$ cat config.mk
export PLATFORM = sky130hd
export DESIGN_NAME = bit_debounce
export DESIGN_NICKNAME = d
export VERILOG_FILES = /design/src/rtl/bit_debounce.sv
export SDC_FILE = /design/constraint.sdc
export NUM_CORES = 1
export LEC_CHECK = 0
export CORE_AREA = 2 2 39 41
export CTS_CLUSTER_SIZE = 28
export DETAILED_ROUTE_END_ITERATION = 12
export DIE_AREA = 0 0 41 43
export SLEW_MARGIN = 5
export SYNTH_ARGS = -nofsm -noshare
export SYNTH_HDL_FRONTEND = slang
export SYNTH_SLANG_ARGS = --single-unit
$ cat constraint.sdc
create_clock -name aclk -period 1.4 [get_ports aclk]
set_input_delay 0.28 -clock aclk [delete_from_list [all_inputs] [get_ports aclk]]
set_output_delay 0.28 -clock aclk [all_outputs]
set_load 0.02 [all_outputs]
$ cat src/rtl/bit_debounce.sv
`default_nettype none
// ============================================================================
//  Module   : bit_debounce
//  Purpose  : Single-bit debouncer with one-cycle rise/fall pulses. The input
//             must differ from the current output for STABLE_CYCLES
//             consecutive samples before the output follows it.
//  Options  : define BIT_DEBOUNCE_EDGE_CNT_EN to add the edge_cnt output,
//             a wrapping count of qualified transitions.
//  Revision : 1.0 - initial release
// ============================================================================
module bit_debounce #(
    parameter int unsigned STABLE_CYCLES = 4,
    parameter logic        RST_VAL       = 1'b0,
    parameter int unsigned EDGE_CNT_W    = 8
) (
    input  logic                  aclk,
    input  logic                  srst,
    input  logic                  d,
    output logic                  q,
    output logic                  rise,
    output logic                  fall,
    output logic                  busy
`ifdef BIT_DEBOUNCE_EDGE_CNT_EN
    ,
    output logic [EDGE_CNT_W-1:0] edge_cnt
`endif
);

    localparam int unsigned      CNT_W      = $clog2(STABLE_CYCLES + 1);
    localparam logic [CNT_W-1:0] c_CNT_LAST = CNT_W'(STABLE_CYCLES - 1);
    localparam logic [CNT_W-1:0] c_CNT_ONE  = CNT_W'(1);
    // With a one-sample window the output follows straight from IDLE.
    localparam logic             c_SINGLE   = (STABLE_CYCLES == 1);

    localparam logic [0:0] c_IDLE  = 1'b0;
    localparam logic [0:0] c_CHECK = 1'b1;

    logic [0:0]       r_state;
    logic [CNT_W-1:0] r_cnt;
    logic             r_q;
    logic             r_rise;
    logic             r_fall;
    logic             r_busy;

    logic             w_diff;
    logic             w_update;

    // Qualification decision: does this edge commit a new output level?
    always_comb begin
        w_diff   = (d != r_q);
        w_update = 1'b0;
        if (w_diff) begin
            if ((r_state == c_IDLE) && c_SINGLE) begin
                w_update = 1'b1;
            end else if ((r_state == c_CHECK) && (r_cnt == c_CNT_LAST)) begin
                w_update = 1'b1;
            end
        end
    end

    // Debounce state machine, sample counter and registered outputs.
    always_ff @(posedge aclk) begin
        if (srst) begin
            r_state <= c_IDLE;
            r_cnt   <= '0;
            r_q     <= RST_VAL;
            r_rise  <= 1'b0;
            r_fall  <= 1'b0;
            r_busy  <= 1'b0;
        end else begin
            // Pulses last exactly one cycle unless re-armed below.
            r_rise <= 1'b0;
            r_fall <= 1'b0;
            if (w_update) begin
                r_q     <= d;
                r_rise  <= d;
                r_fall  <= ~d;
                r_cnt   <= '0;
                r_state <= c_IDLE;
                r_busy  <= 1'b0;
            end else begin
                case (r_state)
                    c_IDLE: begin
                        if (w_diff) begin
                            r_cnt   <= c_CNT_ONE;
                            r_state <= c_CHECK;
                            r_busy  <= 1'b1;
                        end else begin
                            r_cnt <= '0;
                        end
                    end
                    c_CHECK: begin
                        if (!w_diff) begin
                            // Input fell back before qualifying: glitch.
                            r_cnt   <= '0;
                            r_state <= c_IDLE;
                            r_busy  <= 1'b0;
                        end else begin
                            r_cnt <= r_cnt + c_CNT_ONE;
                        end
                    end
                    default: begin
                        r_cnt   <= '0;
                        r_state <= c_IDLE;
                        r_busy  <= 1'b0;
                    end
                endcase
            end
        end
    end

`ifdef BIT_DEBOUNCE_EDGE_CNT_EN
    logic [EDGE_CNT_W-1:0] r_edge_cnt;

    // Count every committed transition; wraps naturally at all-ones.
    always_ff @(posedge aclk) begin
        if (srst) begin
            r_edge_cnt <= '0;
        end else if (w_update) begin
            r_edge_cnt <= r_edge_cnt + {{(EDGE_CNT_W-1){1'b0}}, 1'b1};
        end
    end

    assign edge_cnt = r_edge_cnt;
`endif

    assign q    = r_q;
    assign rise = r_rise;
    assign fall = r_fall;
    assign busy = r_busy;

endmodule
`default_nettype wire

# Word level (Yosys, flattened, before mapping)
# Cells that the tools add are included.
[word_totals]
ff_bits = 8
inputBits = 3
out_inout_bits = 4
word_cells = 27
[classes]
addsub = 1
n_eq_ne = 4
n_mux = 9
n_bitwise = 3
n_reduce_logical = 4
[op_table]
columns = ["cell", "n"]
rows = [
  ["2-to-1 mux 1 bit", 6],
  ["one-hot mux 3 bit (2 select lines)", 1],
  ["inequality test 2 bit (second input constant)", 2],
  ["OR reduction 2 bit", 2],
  ["adder 3 x 1 -> 3 bit (second input constant)", 1],
  ["equality test 3 x 2 -> 1 bit (second input constant)", 1],
  ["2-to-1 mux 3 bit", 1],
  ["inverter 1 bit", 3],
  ["one-hot mux 1 bit (2 select lines)", 1],
  ["AND reduction 2 bit", 1],
  ["logical AND 1 bit", 1],
  ["inequality test 1 bit", 1],
]

# Depth between registers and ports, before layout
[depth]
depth_word = 6
depth_mapped = 5
depth_no_buf = 5

# Worst setup path after synthesis
# OpenSTA, ideal clock, no wires.
[synth_timing]
path_type = "flip-flop to flip-flop"
from = "register r_q (netlist: q)"
to = "register r_busy (netlist: busy)"
setup_ns = 0.124
t_arrival_ns = 1.189
required_time_ns = 1.276
slack_ns = 0.088
stages_incl_launch_ff = 6
path_buffers = 0
synth_period_minus_slack_ns = 1.312
path_cell_list = "dfxtp_1 xnor2_2 inv_1 ha_1 nor2_1 a211oi_2"
[synth_between]
elab_chain_cells = 3
elab_cells_between_ends = 6
cone_classes = "eq/ne (3); mux (1); reduce/logical (2)"
[synth_rtl]
columns = ["element", "line", "source"]
rows = [
  ["start, declared", "40", "logic r_q;"],
  ["start signal, assigned", "66", "r_q <= RST_VAL;"],
  ["start signal, assigned", "75", "r_q <= d;"],
  ["inequality test 1 bit (*)", "50", "w_diff = (d != r_q);"],
  ["named net w_diff", "45", "logic w_diff;"],
  ["inequality test 2 bit (no line) / 2-to-1 mux 1 bit (equally long branches)", "-", ""],
  ["AND reduction 2 bit (no line) / OR reduction 2 bit (equally long branches)", "-", ""],
  ["end signal, assigned", "69", "r_busy <= 1'b0;"],
  ["end signal, assigned", "80", "r_busy <= 1'b0;"],
  ["end signal, assigned", "87", "r_busy <= 1'b1;"],
  ["end, declared", "43", "logic r_busy;"],
]
# Mark *: on every way through the listed nets, which the timed path passes. The rest lies on a longest branch.
# A chain may end at the register's enable or synchronous reset.

# Worst setup path in the final report
[layout_timing]
from = "input port d"
to = "register r_busy (netlist: busy)"
[layout_between]
elab_chain_cells = 3
elab_cells_between_ends = 6
cone_classes = "eq/ne (3); mux (1); reduce/logical (2)"
[layout_rtl]
columns = ["element", "line", "source"]
rows = [
  ["start, declared", "18", "input logic d,"],
  ["inequality test 1 bit (*)", "50", ""],
  ["named net w_diff", "45", ""],
  ["inequality test 2 bit (no line) / 2-to-1 mux 1 bit (equally long branches)", "-", ""],
  ["AND reduction 2 bit (no line) / OR reduction 2 bit (equally long branches)", "-", ""],
]
# Marked as above.

==> results_dict.tcl <==
set metrics [dict create \
    status "finished, final reports clean" \
    final_cell_mix "8 x dfxtp_1, 4 x dlygate4sd2_1" \
    cts_tree "done" \
    power_switching_share_pct 21.89 \
    nets 49 \
    core_sq_um 1384 \
    rrSetupSlack_ns 0.14 \
    ys_top_cells_by_area "dfxtp_1 49%, ha_1 12%, nor4b_1 5.4%" \
    min_period_ns 1.331 \
    syn-cell-area_sq_um 324.1 \
    grt.overflow.total 0 \
    num_rows 14 \
    yosysTopAreaCellShare_pct 49.42 \
    worst_hold_path_type "register to register" \
    drv_slew 0 \
    ys_types 15 \
    die_width_um 41 \
    reg2reg_to "busy" \
    cts_buffer_depth 2 \
    dr.pass1.iters 2 \
    detail-route-antenna-nets 0 \
    crit_type "input port to register" \
    drc_errors 0 \
    peakVddDrop_mv 0.5224 \
    finalSetupTns_ns 0 \
    final.setup.worst_slack_ns 0.06902 \
    worst_pin_slew_ns 0.2419 \
    syn2layout_area_growth_pct 37.07 \
    clk_latency_ns 0.25 \
    synth_cells 29 \
    busiest_layer "met1" \
    cts_max_level 1 \
    grt_pass1_vias 195 \
    p_leak_uw 0.0001906 \
    gp_congestion 0.6979 \
    dp_hpwl_um 414.8 \
    vias 247 \
    rsz0062_at_grt "no" \
    avgViaCountPerCell 4.333 \
    finalCritPeriodShare_pct 95.07 \
    setup_viol_count_final 0 \
    grt_usage_pct 7.467 \
    clkTransAtPathRegs_ns 0.05 \
    p_seq_share_pct 52.4 \
    start_util_pct 23.42 \
    cts_root_buf "clkbuf_4" \
    cts_setup_buffers 0 \
    drive_above_1_share_pct 24.39 \
    die-height_um 43 \
    power.density_nw_per_um2 1029 \
    power_switching_uw 100.0 \
    synth_seq_area_share_pct 49.42 \
    yosys.area.top_type "dfxtp_1" \
    ios 7 \
    clock_sinks 8 \
    p_comb_share_pct 9.8 \
    drv_cap 0 \
    slew_headroom_pct 83.65 \
    fmax_mhz 751.3 \
    hold_violations 0 \
    fin_hold_ws_ns 0.5227 \
    grt_pass1_wl_um 793 \
    fin_skew_ns 0.001287 \
    crit_fanout 2 \
    met2_usage_pct 8.438 \
    reg2regPathDepth 5 \
    drtIter0Drc 2 \
    whs_path_depth 2 \
    worst_ep_arrival_time_ns 1.47 \
    num_antenna_cells 0 \
    postRouteWirelength_um 509 \
    cellInternalPower_uw 357.1 \
    die_area_sq_um 1763 \
    final_common_cell "dfxtp_1" \
    grt_max_degree 6 \
    crit_path_end_kind "register" \
    use_met3_pct 7.853 \
    hold_end "q" \
    antenna_found_initial 0 \
    port_buffers 6 \
    place_ws_ns -0.2036 \
    synth_nets 35 \
    syn_area_per_cell_sq_um 11.17 \
    synth_seq_cells 8 \
    numCtsBuffers 3 \
    worstHoldStart "q" \
    yosysWarnings 0 \
    crit_path_start_kind "input port" \
    met1_usage_pct 8.497 \
    avgRoutedWirePerCell_um 8.930 \
    clockPowerShare_pct 37.7 \
    critPathRequiredTime_ns 1.54 \
    timing.rr.start "r_cnt[0]" \
]
-- worst max-delay path by stage --
stage	start	to	cells after the start	slack [ns]
6_report	d	busy	6	0.07
5_1_grt	d	busy	6	0.01
4_1_cts	d	busy	6	0.06
3_5_place_dp	d	busy	6	-0.20
3_3_place_gp	d	busy	6	-0.17
2_1_floorplan	q	busy	5	0.09
-- cell families after synthesis --
family	after synthesis	synth area share, %
fa+ha+maj	3	11.58
xor+xnor	1	5.021
compound gates	4	11.20
flops	8	49.42
buf+inv	2	2.317
simple gates	11	20.46
-- metrics by stage --
step / util, % / power, uW / cell area (sq um) / cells
3_5_place_dp: 30.83 / 292.2 / 426.7 / 54
5_1_grt: 32.10 / 489.9 / 444.2 / 57
4_1_cts: 32.10 / 469.6 / 444.2 / 57
2_1_floorplan: - / 266.7 / 324.1 / 29
3_3_place_gp: 30.83 / 291.6 / 426.7 / 54
6_report: 32.10 / 457.1 / 444.2 / 57
-- sequential cells by signal, indices dropped and copies added (netlist names) --
register,count
rise,1
busy,1
r_cnt,3
q,1
fall,1
r_state,1
-- final cells by class --
cell class              count  area, sq um
fillers                   143        939.7
flip-flops and latches      8        160.2
multi-input cells          19        156.4
repair buffers              9        77.57
clock buffers               3        22.52
well taps                  16        20.02
inverters                   2        7.507
-- timing repair --
| action | 4_1_cts | 5_1_grt |
|---|---|---|
| hold buffers | 0 | 0 |
| gates resized for setup | 4 | 0 |
| setup endpoints to repair | 4 | 0 |
-- power by group through the flow --
stage	clock network, uW	registers [uW]	logic (uW)
3_5_place_dp	0	244	47.7
4_1_cts	184	239	45.9
5_1_grt	201	240	49.3
3_3_place_gp	0	245	47.0
2_1_floorplan	0	247	19.4
6_report	172	240	45.0
-- critical path, cell delays in order --
cell and delay (ns):
clkdlybuf4s50_1 0.52, xnor2_2 0.14, inv_1 0.06, ha_1 0.30, nor2_1 0.13, a211oi_2 0.04
-- cell usage after synthesis --
library cell	instances
xnor2_2	1
nand2_1	3
nor3b_1	1
nor2_1	2
ha_1	3
a21oi_1	1
o21bai_2	1
nor4b_1	2
a211oi_2	1
nor3b_2	1
dfxtp_1	8
nand3_1	1
o21a_1	1
inv_1	2
nor3_1	1
-- metal layers --
metal | wire length, um | share of wire (%)
met2 | 242 | 48
met4 | 7 | 1.4
met3 | 37 | 7.3
met1 | 222 | 44
met5 | 0 | 0
No activity file was read; power rests on OpenSTA's default activity.
==> edit 1, RTL diff (same settings) <==
Add an input register stage for `d`, without a reset; this delays it by one clock.
--- a/src/rtl/bit_debounce.sv
+++ b/src/rtl/bit_debounce.sv
@@ -35,6 +35,12 @@
     localparam logic [0:0] c_IDLE  = 1'b0;
     localparam logic [0:0] c_CHECK = 1'b1;
 
+    logic d_q;
+
+    always_ff @(posedge aclk) begin
+        d_q <= d;
+    end
+
     logic [0:0]       r_state;
     logic [CNT_W-1:0] r_cnt;
     logic             r_q;
@@ -47,7 +53,7 @@
 
     // Qualification decision: does this edge commit a new output level?
     always_comb begin
-        w_diff   = (d != r_q);
+        w_diff   = (d_q != r_q);
         w_update = 1'b0;
         if (w_diff) begin
             if ((r_state == c_IDLE) && c_SINGLE) begin
@@ -72,9 +78,9 @@
             r_rise <= 1'b0;
             r_fall <= 1'b0;
             if (w_update) begin
-                r_q     <= d;
-                r_rise  <= d;
-                r_fall  <= ~d;
+                r_q     <= d_q;
+                r_rise  <= d_q;
+                r_fall  <= ~d_q;
                 r_cnt   <= '0;
                 r_state <= c_IDLE;
                 r_busy  <= 1'b0;
Behaviour: not the same (Yosys sat finds a counterexample within 4 cycles, from zero or initial values and one cycle with srst high).
==> edit 1 against the unedited design <==
Sequential cell count grew 1. Global-route usage is 0.82 points higher. Setup slack got worse by 0.022 ns. Power is 11% higher. Design area up 4.2%. Via count grew 2.8%. Area after synthesis up 6.2%. Routed wire length up 15%. First-iteration DRC count up 50%. Count of clock-buffer cells in the layout rose by 1. Largest cell class unchanged. Largest power group unchanged.
==> edit 1: results (changes against the unedited design) <==
INFO  synthesis      synth_compound_gate_area_share=5.09% [-6.1 points]
INFO  routing        route.final.wire_length=584um [+15%]
INFO  routing        avgViaCountPerCell=4.31 [-0.65%]
INFO  outcome        outcome=finished clean
INFO  routing        detail_route.wl_per_cell=9.90um [+11%]
INFO  final_layout   numnets_final=50 [+2.0%]
INFO  timing         max_slew_margin=78.1% [-5.6 points]
INFO  setup_path     rrSetupSlack=0.11ns [-0.03 ns]
INFO  setup_path     max_fanout_on_critical_path=5 [+3]
INFO  clock_network  clock_net_sink_count=9 [+1]
INFO  hold_path      worst_hold_path_ep=d_q
INFO  placed_design  count_of_placed_standard_cells_including_taps=53 [-1.9%]
INFO  global_route   global_route_wire_length_before_repair=834um [+5.2%]
INFO  setup_path     crit-reg2reg-launch=q
INFO  timing         final_critical_path_share_of_the_clock_period=96.6% [+1.5 points]
INFO  final_layout   clkbuf_count=4 [+1]
INFO  synthesis      synth_seq_area_share=52.4% [+2.9 points]
INFO  final_layout   non_clock_buffering_overhead=15.1% [-2.3 points]
INFO  placed_design  post-dp-hpwl=376um [-9.3%]
INFO  final_layout   share_of_cell_area_taken_by_multi_input_logic_gates=34.3% [-0.89 points]
INFO  synthesis      synthXorXnorAreaFrac=4.73% [-0.29 points]
INFO  global_route   grt_max_degree=9 [+3]
INFO  setup_path     critical_path.slowest_cell=dfxtp_1
INFO  hold_path      worst_hold_startpoint=d
INFO  final_layout   fill_cells=140 [-2.1%]
INFO  synthesis      netlist_top_cells_area=dfxtp_1, ha_1, nor4b_1
INFO  synthesis      synthCells=32 [+10%]
INFO  synthesis      adder_cell_fraction_of_synth_area=10.9% [-0.67 points]
INFO  setup_path     critPathTopFamily=flip-flops
-- edit 1: cell count changes after synthesis, sizes merged --
cell,unedited run,this run
nor4b,2,3
o21bai,1,0
nor3,1,3
nor3b,2,1
clkbuf,0,1
dfxtp,8,9
nor2,2,1
o21ai,0,1
a211oi,1,0
nand2,3,4
-- edit 1: repair_timing --
| action | 4_1_cts | 5_1_grt |
|---|---|---|
| pin swaps | 0 | 1 |
| cloned | 0 | 0 |
| resized for setup | 4 | 1 |
| setup buffers | 0 | 2 |
| setup endpoints to repair | 4 | 2 |
-- edit 1: per-stage QoR --
stage | util, % | total power (uW) | area [um2] | TNS, ns | hold slack [ns]
finish | 33.5 | 508 | 463 | 0 | 0.464
global route | 33.5 | 535 | 463 | -0.00208 | 0.455
floorplan | - | 297 | 344 | 0 | 0.308
global placement | 30.4 | 311 | 420 | 0 | 0.520
detailed placement | 30.4 | 311 | 420 | 0 | 0.520
CTS | 31.9 | 508 | 442 | 0 | 0.462
-- edit 1: power by group --
part	internal (uW)	leakage [uW]	switching (uW)
Combinational	20.3	0.000104	17.2
Clock	110	0.0000150	89.5
Sequential	264	0.0000737	6.68
Total	394	0.000192	113
-- edit 1: layer usage --
metal | track usage [%] | vias to the layer above | routed length [um]
li1 | - | 133 | -
met1 | 9.84 | 113 | 270
met2 | 8.75 | 6 | 276
met3 | 4.71 | 2 | 18
met5 | 0 | - | 0
met4 | 10.0 | 0 | 18
-- edit 1: logic make-up after synthesis --
logic type,Yosys count
AO/OA/AOI/OAI,3
XOR/XNOR,1
adder cells (fa/ha/maj),3
buffers and inverters,3
flip-flops,9
AND/OR/NAND/NOR,13
==> edit 2, RTL diff (same settings) <==
Made on the original files. The option `BIT_DEBOUNCE_EDGE_CNT_EN` is turned on by a define.
--- a/src/rtl/bit_debounce.sv
+++ b/src/rtl/bit_debounce.sv
@@ -8,6 +8,8 @@
 //             a wrapping count of qualified transitions.
 //  Revision : 1.0 - initial release
 // ============================================================================
+`define BIT_DEBOUNCE_EDGE_CNT_EN
+
 module bit_debounce #(
     parameter int unsigned STABLE_CYCLES = 4,
     parameter logic        RST_VAL       = 1'b0,
Check against the original RTL (old outputs only; new: edge_cnt): equivalent (equiv_simple and equiv_induct, registers matched by name and starting in step).
==> edit 2 against the unedited design <==
The run now ends with setup timing left. Setup slack lost 0.084 ns. Sequential share of layout area decreased by 7.4 points. Largest power group unchanged. Maximum frequency decreased by 5.9%. Critical path depth decreased by 1. Design area grew to 2.6 times the old value. Routed wire length grew to 3.3 times the old value. Sequential cell count grew 8. Die area is the same. Highest routed layer unchanged. Area after synthesis is 120% higher. Clock power grew 44%. Global-route usage up 15 points. Largest cell class is now multi-input combinational cells. Power grew 74%. Worst hold slack better by 0.013 ns. Synthesized cell count increased to 2.6 times the old value.
==> edit 2: results (changes against the unedited design) <==
INFO  outcome        outcome=finished with violations
INFO  outcome        failed_checks=setup timing
INFO  setup_path     critPathTopFamily=flip-flops
INFO  final_layout   fill_cells=89 [-38%]
INFO  placed_design  placement.io_buffers=14 [+8]
INFO  synthesis      synthesis.nets=82 [+130%]
INFO  placed_design  place_congestion=0.693 [-0.67%]
INFO  pwr            power.clock.fraction=31.0% [-6.7 points]
INFO  global_route   global_route_wire_length_before_repair=2.74mm [+250%]
INFO  routing        drtIter0Drc=10 [+8]
INFO  synthesis      synth_seq_area_share=44.4% [-5.0 points]
INFO  final_layout   drive_gt1_share=43.7% [+19 points]
INFO  synthesis      netlist_top_cells_area=dfxtp_1, ha_1, nor2_1
INFO  pwr            power_switching=195uW [+95%]
INFO  synthesis      synth.avg_cell_area=9.61um2 [-14%]
INFO  timing         final_critical_path_setup_slack=-0.0148ns [-0.0838 ns]
INFO  timing         max_slew_margin=83.3% [-0.38 points]
INFO  global_route   grt_max_degree=21 [+15]
INFO  timing         setup-violations-final=1 [+1]
INFO  setup_path     critical_path.slowest_cell=dfxtp_2
INFO  placed_design  placed_instance_area=0.00102mm2 [+140%]
INFO  timing         fin_worst_skew=0.00943ns [+0.00814 ns]
INFO  pwr            pleak=0.000477uW [+150%]
INFO  routing        dr_total_vias=672 [+170%]
INFO  global_route   grt_pass1_vias=638 [+230%]
INFO  pwr            max-vdd-ir-drop=0.522mV [about the same]
INFO  final_layout   numnets_final=112 [+130%]
INFO  setup_path     cp.arrival=1.60ns [+0.13 ns]
INFO  timing         totalNegativeSetupSlack=-0.0148ns [-0.0148 ns]
INFO  final_layout   largest_register_ffs=8 [+5]
INFO  routing        detail_route.wl_per_cell=14.0um [+57%]
INFO  setup_path     max_fanout_on_critical_path=8 [+6]
INFO  setup_path     cpPeakStageDelay=0.35ns [-0.17 ns]
-- edit 2: changes by cell type in the layout (fill, tap and decap cells not counted), moves of 3 or more --
cell	change
dlygate4sd2_1	+8
nor2_1	+4
nor4_4	+3
buf_4	+9
nor2b_1	+3
dfxtp_1	+3
dfxtp_2	+4
-- edit 2: metrics by stage --
step	util, %	hold slack [ns]
6_report	82.9	0.536
3_5_place_dp	74.0	0.507
5_1_grt	82.9	0.563
2_1_floorplan	-	0.357
4_1_cts	79.9	0.477
3_3_place_gp	74.0	0.497
-- edit 2: what timing repair did --
action                                  4_1_cts  5_1_grt
endpoints found under the hold margin         0        0
endpoints found under the setup margin       23        9
gates resized for setup                      25       11
pin swaps                                     9        3
buffers inserted                              1        0
-- edit 2: metal layers --
layer,up-vias,track usage [%],wire length [um]
met5,-,0,0
met4,0,12.0,38
met3,5,3.14,62
met2,14,35.9,794
met1,321,28.6,768
li1,332,-,-
-- edit 2: cells by family after synthesis --
| logic type | synth area share (%) |
|---|---|
| AND/OR/NAND/NOR | 24.0 |
| flip-flops | 44.4 |
| XOR/XNOR | 1.22 |
| buffers and inverters | 4.69 |
| AO/OA/AOI/OAI | 12.7 |
| multiplexers | 6.08 |
| adder cells (fa/ha/maj) | 6.94 |
-- edit 2: final cells by class --
cell class                      count  share of cell area [%]
Inverter                            3                   0.981
Clock buffer                        3                    1.96
Tap cell                           16                    1.74
Timing Repair Buffer               29                    22.0
Multi-Input combinational cell     52                    44.6
Sequential cell                    16                    28.7
-- edit 2: power groups by stage --
stage | clock network, uW | logic [uW] | registers (uW)
final | 247 | 83.3 | 466
after global routing | 265 | 89.8 | 467
after CTS | 248 | 79.1 | 468
after detailed placement | 0 | 75.1 | 477
after global placement | 0 | 73.5 | 477
after floorplan | 0 | 34.7 | 481
-- edit 2: worst min-delay path, cell delays in order, from the launching register on --
cell       delay [ns]
dfxtp_1          0.32
nor2_1           0.13
a2111oi_2        0.05
-- edit 2: worst paths after layout --
kind                                    end
worst max-delay path            edge_cnt[7]
worst min-delay path                   busy
worst max register to register  edge_cnt[7]
worst min register to register         busy
